File: src/rtl/sar_seq_ctrl.sv
// sar_seq_ctrl: successive-approximation ADC sequencer.
// Drives the sample-and-hold enable, the analog mux select and the DAC trial code.
// Resolves one bit per clock and hands results out over valid/ready.
// Optional feature macro: SAR_AVG_EN adds a 2^AVG_LOG2-conversion oversampling average.
module sar_seq_ctrl #(
  parameter int unsigned WIDTH         = 8,
  parameter int unsigned CHANNELS      = 4,
  parameter int unsigned SAMPLE_CYCLES = 2,
`ifdef SAR_AVG_EN
  parameter int unsigned AVG_LOG2      = 2,
`endif
  localparam int unsigned CH_W = (CHANNELS > 1) ? $clog2(CHANNELS) : 1
) (
  input  logic             clk,
  input  logic             reset_in,
  input  logic             start,
  input  logic             scan,
  input  logic             continuous,
  input  logic [CH_W-1:0]  ch_sel,
  input  logic             comp_in,
  output logic             sh_en,
  output logic [CH_W-1:0]  mux_sel,
  output logic [WIDTH-1:0] dac_code,
  output logic             busy,
  output logic [WIDTH-1:0] result,
  output logic [CH_W-1:0]  result_ch,
  output logic             valid,
  input  logic             ready
);

  localparam int unsigned BIT_W = $clog2(WIDTH);
  localparam int unsigned SMP_W = (SAMPLE_CYCLES > 1) ? $clog2(SAMPLE_CYCLES) : 1;

  typedef enum logic [1:0] {
    S_IDLE,
    S_SAMPLE,
    S_CONVERT,
    S_HOLD
  } state_t;

  state_t             r_state;
  logic               r_scan;
  logic [SMP_W-1:0]   r_smp_cnt;
  logic [BIT_W-1:0]   r_bit;
  logic               r_sh_en;
  logic [CH_W-1:0]    r_mux_sel;
  logic [WIDTH-1:0]   r_dac_code;
  logic               r_busy;
  logic [WIDTH-1:0]   r_result;
  logic [CH_W-1:0]    r_result_ch;
  logic               r_valid;

  logic [WIDTH-1:0]   w_trial;
  logic [CH_W-1:0]    w_ch_wrap;
  logic               w_out_free;
  logic               w_last_bit;
  logic               w_last_conv;
  logic               w_load;
  logic               w_scan_more;
  logic [WIDTH-1:0]   w_done_code;
  logic [WIDTH-1:0]   w_hold_code;
  logic [WIDTH-1:0]   w_load_code;

  assign sh_en     = r_sh_en;
  assign mux_sel   = r_mux_sel;
  assign dac_code  = r_dac_code;
  assign busy      = r_busy;
  assign result    = r_result;
  assign result_ch = r_result_ch;
  assign valid     = r_valid;

  // Out-of-range channel requests fold back onto the populated mux inputs.
  assign w_ch_wrap   = CH_W'(32'(ch_sel) % CHANNELS);
  assign w_scan_more = r_scan && (32'(r_mux_sel) < (CHANNELS - 1));
  // The output register can take a new result if empty or being drained this cycle.
  assign w_out_free  = !r_valid || ready;
  assign w_last_bit  = (r_bit == '0);
  assign w_load      = w_out_free &&
                       (((r_state == S_CONVERT) && w_last_bit && w_last_conv) ||
                        (r_state == S_HOLD));
  assign w_load_code = (r_state == S_HOLD) ? w_hold_code : w_done_code;

  // Next trial: resolve the bit under test from the comparator, then arm the next lower bit.
  always_comb begin
    w_trial        = r_dac_code;
    w_trial[r_bit] = comp_in;
    if (!w_last_bit) begin
      w_trial[r_bit - BIT_W'(1)] = 1'b1;
    end
  end

`ifdef SAR_AVG_EN
  localparam int unsigned ACC_W = WIDTH + AVG_LOG2;
  localparam int unsigned CNT_W = (AVG_LOG2 > 0) ? AVG_LOG2 : 1;

  logic [ACC_W-1:0] r_acc;
  logic [CNT_W-1:0] r_avg_cnt;
  logic [ACC_W-1:0] w_acc_sum;

  assign w_acc_sum   = r_acc + ACC_W'(w_trial);
  assign w_last_conv = (r_avg_cnt == CNT_W'((1 << AVG_LOG2) - 1));
  assign w_done_code = WIDTH'(w_acc_sum >> AVG_LOG2);
  assign w_hold_code = WIDTH'(r_acc >> AVG_LOG2);

  // Sum the final codes of one channel's conversions; cleared whenever a result is delivered.
  always_ff @(posedge clk) begin
    if (reset_in || w_load || (r_state == S_IDLE)) begin
      r_acc     <= '0;
      r_avg_cnt <= '0;
    end else if ((r_state == S_CONVERT) && w_last_bit) begin
      r_acc     <= w_acc_sum;
      r_avg_cnt <= r_avg_cnt + CNT_W'(1);
    end
  end
`else
  assign w_last_conv = 1'b1;
  assign w_done_code = w_trial;
  assign w_hold_code = r_dac_code;
`endif

  // Sequencer FSM with registered outputs; a result load overrides the per-state updates.
  always_ff @(posedge clk) begin
    if (reset_in) begin
      r_state     <= S_IDLE;
      r_scan      <= 1'b0;
      r_smp_cnt   <= '0;
      r_bit       <= '0;
      r_sh_en     <= 1'b0;
      r_mux_sel   <= '0;
      r_dac_code  <= '0;
      r_busy      <= 1'b0;
      r_result    <= '0;
      r_result_ch <= '0;
      r_valid     <= 1'b0;
    end else begin
      if (r_valid && ready) begin
        r_valid <= 1'b0;
      end

      case (r_state)
        S_IDLE: begin
          r_sh_en    <= 1'b0;
          r_dac_code <= '0;
          r_busy     <= 1'b0;
          if (start) begin
            r_scan    <= scan;
            r_mux_sel <= scan ? '0 : w_ch_wrap;
            r_smp_cnt <= '0;
            r_sh_en   <= 1'b1;
            r_busy    <= 1'b1;
            r_state   <= S_SAMPLE;
          end
        end

        S_SAMPLE: begin
          if (r_smp_cnt == SMP_W'(SAMPLE_CYCLES - 1)) begin
            r_sh_en    <= 1'b0;
            r_dac_code <= {1'b1, {(WIDTH-1){1'b0}}};
            r_bit      <= BIT_W'(WIDTH - 1);
            r_state    <= S_CONVERT;
          end else begin
            r_smp_cnt <= r_smp_cnt + SMP_W'(1);
          end
        end

        S_CONVERT: begin
          r_dac_code <= w_trial;
          r_bit      <= r_bit - BIT_W'(1);
          if (w_last_bit) begin
            if (!w_last_conv) begin
              // Another conversion of the same channel for the running average.
              r_dac_code <= '0;
              r_smp_cnt  <= '0;
              r_sh_en    <= 1'b1;
              r_state    <= S_SAMPLE;
            end else begin
              r_state <= S_HOLD;
            end
          end
        end

        S_HOLD: begin
          r_state <= S_HOLD;
        end

        default: begin
          r_state <= S_IDLE;
        end
      endcase

      if (w_load) begin
        r_result    <= w_load_code;
        r_result_ch <= r_mux_sel;
        r_valid     <= 1'b1;
        r_dac_code  <= '0;
        r_smp_cnt   <= '0;
        if (w_scan_more) begin
          r_mux_sel <= r_mux_sel + CH_W'(1);
          r_sh_en   <= 1'b1;
          r_state   <= S_SAMPLE;
        end else if (continuous) begin
          r_scan    <= scan;
          r_mux_sel <= scan ? '0 : w_ch_wrap;
          r_sh_en   <= 1'b1;
          r_state   <= S_SAMPLE;
        end else begin
          r_sh_en <= 1'b0;
          r_busy  <= 1'b0;
          r_state <= S_IDLE;
        end
      end
    end
  end

endmodule

File: config.mk
export PLATFORM = sky130hd
export DESIGN_NAME = sar_seq_ctrl
export DESIGN_NICKNAME = d
export VERILOG_FILES = /design/src/rtl/sar_seq_ctrl.sv
export SDC_FILE = /design/constraint.sdc
export NUM_CORES = 1
export LEC_CHECK = 0
export ABC_AREA = 1
export BUFFER_PORTS_ARGS = -buffer_cell sky130_fd_sc_hd__buf_4
export CAP_MARGIN = 20
export CORE_ASPECT_RATIO = 1.1
export CORE_MARGIN = 10
export CORE_UTILIZATION = 51
export DETAILED_ROUTE_END_ITERATION = 6
export PLACE_DENSITY = 0.74
export REMOVE_ABC_BUFFERS = 1
export SLEW_MARGIN = 20
export SYNTH_ARGS = -nofsm -noshare
export SYNTH_HDL_FRONTEND = slang
export SYNTH_SLANG_ARGS = --single-unit
File: constraint.sdc
create_clock -name clk -period 1.7 [get_ports clk]
set_input_delay 0.255 -clock clk [delete_from_list [all_inputs] [get_ports clk]]
set_output_delay 0.255 -clock clk [all_outputs]
set_load 0.02 [all_outputs]
## Yosys cells after proc, flatten, opt, wreduce, memory -nomap -nowiden

Cells that the tools add are included.

- Logic and storage cells: 94
- Register bits after elaboration: 30
- Output and inout bits: 23
- Input bits: 9

- Reduce and logical (&&, ||, !) cells: 22
- Bitwise logic cells: 1
- Equal/unequal tests: 8
- Muxes and demuxes: 44
- $lt $le $gt $ge: 5
- $add $sub $neg: 3

Operators by type and width:

| cell | number |
|---|---|
| $mux W8 | 3 |
| $pmux W8 S3 | 1 |
| $mux W1 | 22 |
| $mux W2 | 10 |
| $ne A3 B3 Y1 const B | 3 |
| $bwmux W8 | 1 |
| $lt A3 B4 Y1 const B | 2 |
| $or A8 B8 Y8 | 1 |
| $pmux W2 S4 | 1 |
| $reduce_and A2 Y1 | 4 |
| $demux W1 S3 | 2 |
| $ge A3 B1 Y1 const B | 2 |
| $logic_and A1 B1 Y1 | 6 |
| $pmux W3 S2 | 1 |
| $reduce_bool A2 Y1 | 3 |
| $reduce_bool A3 Y1 | 2 |
| $eq A2 B2 Y1 const B | 2 |
| $ne A2 B2 Y1 const B | 2 |
| $pmux W1 S2 | 2 |
| $logic_not A3 Y1 | 1 |
| $mux W3 | 1 |
| $reduce_and A3 Y1 | 1 |
| $sub A3 B1 Y3 const B | 1 |
| $add A2 B1 Y2 const B | 1 |
| 7 further kinds | 8 |

## Logic depth before layout (Yosys ltp)

Gate-level depths: netlist (run 1).

- Depth in word-level cells: 8
- Gate-level depth with buffers: 13
- Gate-level depth less buffers: 11

## Worst setup path after synthesis (run 1)

Ideal clock, no wire load.

- Path type: reg2reg
- Start: register r_bit[1]
- End: register r_result[0], in the netlist result[0]
- Cell stages (with the launch flop): 14
- Period minus slack after synthesis: 1.526 ns
- Library setup time: 0.119 ns
- Required time: 1.581 ns
- Setup slack: 0.174 ns
- Buffers on the path: 2
- Arrival time: 1.408 ns
- Path through: dfxtp_1 -> buf_6 -> inv_1 -> ha_1 -> inv_1 -> nor2_2 -> nand2_2 -> nand2_4 -> nand2_4 -> nand2_4 -> inv_2 -> buf_6 -> nand2_1 -> nand2_1

- Word-level cells in the longest chain between the ends: 8
- Elaborated cells between the ends (all ways): 19
- Those cells by class: add/sub (1); order compare (4); mux (7); bitwise (1); reduce/logical (6)

RTL lines:

| what | RTL line | source |
|---|---|---|
| start, declared | 44 | `logic [BIT_W-1:0] r_bit;` |
| start signal, assigned | 159 | `r_bit <= BIT_W'(WIDTH - 1);` |
| start signal, assigned | 168 | `r_bit <= r_bit - BIT_W'(1);` |
| $sub A3 B1 Y3, or another cell as far along | 88 | `w_trial[r_bit - BIT_W'(1)] = 1'b1;` |
| $lt A3 B4 Y1 (implied by the code), or another cell as far along | 88 |  |
| $logic_and A1 B1 Y1 (implied by the code) or $mux W1 (tied branches) | 88, 86 |  |
| $mux W1 (implied by the code) or $demux W1 S3 (tied branches) | 88, 86 |  |
| $demux W1 S3 or $bwmux W8 (tied branches) | 88, 86 |  |
| $or A8 B8 Y8 (no line) | - |  |
| $mux W8 | 87 | `if (!w_last_bit) begin` |
| $mux W8 | 81 | `assign w_load_code = (r_state == S_HOLD) ? w_hold_code : w_done_code;` |
| end signal, assigned | 192 | `r_result <= w_load_code;` |
| end, declared | 49 | `logic [WIDTH-1:0] r_result;` |

Parallel ways exist; a longest one is shown, timed or not.
A chain may end at the register's enable or synchronous reset.

## Worst setup path after layout (run 1)

- Start: register r_state[1]
- End: register r_dac_code[2], in the netlist dac_code[2]

- Word-level cells in the longest chain between the ends: 5
- Elaborated cells between the ends (all ways): 12
- Those cells by class: eq/ne (4); mux (1); reduce/logical (7)

RTL lines:

| what | RTL line | source |
|---|---|---|
| start, declared | 41 | `state_t r_state;` |
| start signal, assigned | 124 | `r_state <= S_IDLE;` |
| start signal, assigned | 151 | `r_state <= S_SAMPLE;` |
| start signal, assigned | 160 | `r_state <= S_CONVERT;` |
| $eq A2 B2 Y1 | 79, 140 |  |
| $logic_and A1 B1 Y1 | 79 | `(((r_state == S_CONVERT) && w_last_bit && w_last_conv) \|\|` |
| $logic_or A1 B1 Y1 | 79 |  |
| $logic_and A1 B1 Y1 | 78 | `assign w_load = w_out_free &&` |
| $reduce_or A2 Y1 (no line) | - |  |
| end signal, assigned | 158 | `r_dac_code <= {1'b1, {(WIDTH-1){1'b0}}};` |
| end signal, assigned | 167 | `r_dac_code <= w_trial;` |
| end, declared | 47 | `logic [WIDTH-1:0] r_dac_code;` |

Parallel ways exist; a longest one is shown, timed or not.

==> results of run 1 <==
==> cells by family (layout without fill, tap and decap cells) <==
logic type | Yosys count | count (layout)
compound gates | 35 | 35
simple gates | 170 | 170
flops | 30 | 30
buf+inv | 48 | 88
fa+ha+maj | 9 | 9
==> sequential cells by signal, summed over array words and instances, names as in the netlist <==
name	flops
busy	1
r_state	2
mux_sel	2
dac_code	8
valid	1
r_bit	3
r_scan	1
sh_en	1
result_ch	2
r_smp_cnt	1
result	8
==> area by class of cell <==
cell class | count | area share [%]
multi-input cells | 214 | 47.03
repair buffers | 41 | 13.80
clock buffers | 6 | 2.301
clock inverters | 2 | 0.5612
flip-flops and latches | 30 | 27.05
well taps | 48 | 2.694
inverters | 39 | 6.566
==> cells in the mapped netlist <==
cell type,number
buf_4,3
buf_6,3
clkbuf_1,1
nand4_1,6
o21ai_1,1
o211ai_1,1
nand3_2,2
nor2_4,1
nand2_1,100
nand3b_1,1
nand3_1,17
buf_2,2
a21oi_2,1
o21ai_0,18
nand2_4,4
inv_1,36
nor2_2,3
nor2_1,33
ha_1,9
nand2_2,2
nor3_1,1
a21oi_1,14
dfxtp_1,30
inv_2,3
==> through the flow <==
step	worst slack, ns	hold WS, ns	instances
after floorplan	0.09490	0.3343	283
after global placement	0.1415	0.4316	371
after detailed placement	0.06463	0.4371	371
after CTS	0.05467	0.09725	379
after global routing	0.01046	0.09434	380
final	0.1502	0.1005	380
==> worst register-to-register path, cell delays in order (launching register included) <==
cell and delay (ns):
dfxtp_2 0.38, inv_1 0.10, ha_2 0.22, inv_1 0.08
nor2_2 0.05, nor2_2 0.13, nand2_1 0.12, nor2_4 0.22
nand2_1 0.08, a21oi_1 0.12
==> what timing repair did <==
| action | in CTS | in global routing |
|---|---|---|
| setup endpoints to repair | 0 | 16 |
| setup buffers | 0 | 1 |
| resized for setup | 0 | 5 |
==> power by group <==
part,switching [µW],internal (µW),total [µW]
clock network,260,198,459
logic,1140,619,1750
registers,113,845,958
==> routing by layer <==
layer	vias to the layer above	global-route usage, %	share of wire [%]
met4	0	4.620	1.6
met1	842	17.50	45
li1	986	-	-
met2	42	24.21	47
met5	-	0	0
met3	7	4.957	6.0
==> final timing paths <==
| check | start | end | depth (start not counted) |
|---|---|---|---|
| max | r_state[1] | dac_code[2] | 9 |
| min | reset_in | result_ch[0] | 2 |
| max reg2reg | r_state[1] | dac_code[2] | 9 |
| min reg2reg | result_ch[1] | result_ch[1] | 2 |
==> impl_metrics.tcl, run 1 <==
set metrics [dict create \
    critPathRequiredTime_ns 1.98 \
    most-common-layout-cells "100 x nand2_1, 41 x buf_4, 36 x inv_1" \
    antenna_found_initial 0 \
    peakVddDrop_uv 971.1 \
    syn_area_mm2 0.001853 \
    clk_pin_slew_ns 0.10 \
    yosysTopAreaCell "dfxtp_1" \
    synth_seq_cells 30 \
    design.core.area_mm2 0.003413 \
    final_area_mm2 0.002230 \
    finalCritPeriodShare_pct 91.17 \
    synthAdderAreaFrac_pct 6.077 \
    dieWidth_um 77.47 \
    placed_cell_area_mm2 0.002143 \
    drive_gt1_share_pct 20.78 \
    drt-total-wl_mm 4.598 \
    grt_remaining_overflow 0 \
    num_rows 22 \
    fin_util_pct 65.32 \
    synth_cells 292 \
    die_h_um 83.22 \
    cp_data_arrival_time_ns 1.83 \
    clk_path_buf_depth 2 \
    clk_latency_ns 0.34 \
    synthDistinctLibCells 24 \
    wire_per_inst_um 12.10 \
    ys_warn_count 0 \
    dp_hpwl_mm 3.529 \
    power_uw 3172 \
    cts_made_buffers 5 \
    slew_viol_final 0 \
    end_kind "flop" \
    routed_via_density 4.939 \
    hold_buffers 0 \
    worst_path_largest_cell_delay_ns 0.38 \
    crit_type "flop to flop" \
    initial_core_util_pct 54.29 \
    power_density_mw_per_mm2 1422 \
    setup_violations 0 \
    drc 0 \
    ant_nets 0 \
    fin_crit_ns 1.550 \
    area.sequential_um2 603.1 \
    tns_ns 0 \
    die_area_mm2 0.006447 \
    fillers 361 \
    tritoncts "done" \
    rsz0062_at_grt "false" \
    grt_pass1_wl_mm 8.135 \
    drt_iter0_drc 100 \
    track_usage_pct 14.73 \
    synth_top_family_by_area "simple AND/OR/NAND/NOR gates" \
    ys_seq_area_share_pct 32.41 \
    synth-simple-area-share_pct 40.04 \
    synth.avg_cell_area_um2 6.346 \
    slew_headroom_pct 78.71 \
    synthTopCellsByArea "dfxtp_1 32%, nand2_1 20%, inv_1 7.3%" \
    grt_max_degree 12 \
    cp-start-kind "flop" \
    root_buffer "clkbuf_4" \
    multi_input_area_mm2 0.001049 \
    portBuffers 31 \
    dr_total_vias 1877 \
    crit_chain "inv_1 > ha_2 > inv_1 > nor2_2 > nor2_2 > nand2_1 > nor2_4 > nand2_1 > a21oi_1" \
    synth_mux_area_share_pct 0 \
    outcome "finished clean" \
    synth_top_area_share_pct 32.41 \
    fmax_ghz 0.6452 \
    fin_skew_ns 0.01247 \
    synth_compound_area_share_pct 9.791 \
    min_path_type "input pin to flop" \
    nNetsFinal 349 \
    crit_buf_inv 2 \
    r2r_slack_ns 0.15 \
    finalHoldViolations 0 \
    worst_path_max_delay_cell "dfxtp_2" \
    tightest_slew_ns 0.3185 \
    cp_max_fo 8 \
    num_antenna_cells 0 \
    leakage_uw 0.001191 \
    cts.sinks 30 \
    grt_pass1_vias 1858 \
    drv_cap 0 \
    area.growth.synth_to_final_pct 20.32 \
    synth_xor_area_share_pct 0 \
    gp_congestion 0.8957 \
    first_pass_iters 4 \
    ioPinCount 32 \
    crit_family "simple AND/OR/NAND/NOR gates" \
    htree_num_levels 2 \
    mostFrequentLayoutCell "nand2_1" \
]
Power figures use the tool's default switching activity.
==> run 2: changes to the inputs <==
--- a/config.mk
+++ b/config.mk
@@ -5,12 +5,12 @@
 export SDC_FILE = /design/constraint.sdc
 export NUM_CORES = 1
 export LEC_CHECK = 0
-export ABC_AREA = 1
 export BUFFER_PORTS_ARGS = -buffer_cell sky130_fd_sc_hd__buf_4
 export CAP_MARGIN = 20
 export CORE_ASPECT_RATIO = 1.1
 export CORE_MARGIN = 10
 export CORE_UTILIZATION = 51
+export CTS_CLUSTER_DIAMETER = 30
 export DETAILED_ROUTE_END_ITERATION = 6
 export PLACE_DENSITY = 0.74
 export REMOVE_ABC_BUFFERS = 1
==> impl_metrics.tcl, run 2 <==
set metrics [dict create \
    cts.sinks 30 \
    grt_remaining_overflow 0 \
    dp.cells 318 \
    tritoncts "done" \
    ioPinCount 32 \
    tightest_slew_ns 0.3781 \
    fin_crit_ns 1.995 \
    ys_seq_area_share_pct 33.31 \
    critPathCapture "result[0]" \
    worst_path_max_delay_cell "or4b_4" \
    drt_iter0_drc 168 \
    p_int_uw 3211 \
    hold_buffers 0 \
    synthDistinctLibCells 46 \
    die_h_um 82.36 \
    routed_via_density 6.271 \
    portBuffers 31 \
    leakage_uw 0.001153 \
    drt-total-wl_mm 6.652 \
    clk_latency_ns 0.36 \
    ys_warn_count 0 \
    clkPwrFrac_pct 8.0 \
    root_buffer "clkbuf_4" \
    clk_pin_slew_ns 0.11 \
    ys_top_cells_by_count "30 x dfxtp_1, 24 x nor2_1, 18 x a21oi_1" \
    grt_max_degree 24 \
    wire_per_inst_um 19.62 \
    gp_congestion 0.8517 \
    place_ws_ns -0.3564 \
    synth_edf_count 0 \
    crit-reg2reg-launch "r_bit[0]" \
    nNetsFinal 308 \
    p_sw_share_pct 45.65 \
    rsz0062_at_grt "true" \
    setup_ws_ns -0.2948 \
    slew_viol_final 0 \
    peakVddDrop_uv 1547 \
    startpoint "r_bit[0]" \
    first_pass_iters 4 \
    finalCritPeriodShare_pct 117.3 \
    end_kind "flop" \
    fmax_ghz 0.5013 \
    crit_type "flop to flop" \
    num_rows 22 \
    synth_cells 222 \
    cts_made_buffers 5 \
    p_seq_share_pct 18.0 \
    synth_seq_cells 30 \
    die_area_mm2 0.006316 \
    critPathRequiredTime_ns 1.96 \
    track_usage_pct 17.15 \
    area.growth.synth_to_final_pct 59.13 \
    p_sw_uw 2697 \
    synth_ff_type "dfxtp_1" \
    dp_hpwl_mm 3.588 \
    grt_pass1_vias 1914 \
    r2r_slack_ns -0.29 \
    mostFrequentLayoutCell "buf_4" \
    min_path_type "input pin to flop" \
    yosysTopAreaCell "dfxtp_1" \
    worst_path_largest_cell_delay_ns 0.51 \
    cp-start-kind "flop" \
    most-common-layout-cells "69 x buf_4, 27 x dfxtp_1, 22 x nor2_1" \
    synth.avg_cell_area_um2 8.122 \
    outcome "finished with violations" \
    power_uw 5907 \
    setup_violations 17 \
    synth_async_sr_flop_share_pct 0 \
    syn_area_mm2 0.001803 \
    drv_cap 0 \
    finalHoldViolations 0 \
    antenna_found_initial 0 \
    grt_pass1_wl_mm 8.838 \
    violations "setup timing" \
    design.core.area_mm2 0.003358 \
    drive_gt1_share_pct 48.45 \
    fin_skew_ns 0.02185 \
    num_antenna_cells 0 \
    synth_top_area_share_pct 33.31 \
    clk_path_buf_depth 2 \
    cp_max_fo 4 \
    cp_data_arrival_time_ns 2.26 \
    crit_chain "clkinv_4 > ha_2 > or4b_4 > and4b_1 > or3_1 > a311oi_2" \
    holdWs_ns 0.1439 \
    dr_total_vias 2126 \
    initial_core_util_pct 53.69 \
    ant_nets 0 \
    synthTopCellsByArea "dfxtp_1 33%, ha_1 6.2%, a21oi_1 5.0%" \
    r2r_cells 6 \
    dieWidth_um 76.69 \
    p_comb_share_pct 74.0 \
    power_density_mw_per_mm2 2059 \
    drc 0 \
    slew_headroom_pct 74.75 \
    regToRegEndpoint "result[0]" \
    htree_num_levels 2 \
    synth_most_common_cell "dfxtp_1" \
    stdcell_count 339 \
]
## run 2: per-layer routing
| layer | vias up | global-route usage (%) | wire [µm] |
|---|---|---|---|
| li1 | 955 | - | - |
| met1 | 979 | 18.39 | 2500 |
| met4 | 0 | 9.480 | 363 |
| met2 | 146 | 30.35 | 3272 |
| met5 | - | 0 | 0 |
| met3 | 46 | 4.968 | 516 |
## run 2: what timing repair did
item | in CTS | in global routing
gates cloned | 0 | 1
pin swaps | 10 | 16
endpoints found under the setup margin | 19 | 25
gates resized for setup | 39 | 40
buffers inserted | 5 | 8
## run 2: power groups by stage
stage	Sequential, µW	Clock, µW	Combinational, µW
2_1_floorplan	1230	0	1500
3_3_place_gp	1020	0	2780
3_5_place_dp	1030	0	2840
4_1_cts	1030	466	3380
5_1_grt	1090	500	4670
6_report	1070	471	4370
## run 2: cell families after synthesis
family / synth area share (%)
adder cells (fa/ha/maj): 6.246
buffers and inverters: 5.621
multiplexers: 1.180
AND/OR/NAND/NOR: 26.23
AO/OA/AOI/OAI: 27.41
flip-flops: 33.31
## run 2: critical path, delay by kind of cell, from the launching register on
kind | cells | cell delay (ns)
fa+ha+maj | 1 | 0.20
flops | 1 | 0.37
simple gates | 3 | 1.02
compound gates | 1 | 0.23
buf+inv | 1 | 0.07
## run 2: cell type report
type	instances	area (µm²)
Multi-Input combinational cell	167	1465
Timing Repair Buffer	77	638.1
Sequential cell	30	606.8
Fill cell	192	489.2
Tap cell	48	60.06
Clock buffer	7	55.05
Inverter	9	38.79
Clock inverter	1	5.005
## run 2: worst min-delay path by stage
stage | cells after the start | start | slack (ns) | end
3_5_place_dp | 2 | result_ch[1] | 0.45 | result_ch[1]
2_1_floorplan | 1 | reset_in | 0.32 | result[0]
4_1_cts | 2 | reset_in | 0.15 | result[7]
3_3_place_gp | 2 | result_ch[0] | 0.45 | result_ch[0]
5_1_grt | 2 | reset_in | 0.16 | result[7]
6_report | 2 | reset_in | 0.14 | result[7]
## run 2: stage by stage
step	utilization, %	TNS [ns]	instance area [µm²]
global route	85.43	-3.197	2869
CTS	76.71	-1.210	2576
detailed placement	68.26	-4.182	2292
finish	85.43	-1.863	2869
floorplan	-	-19.09	1735
global placement	68.26	-2.939	2292
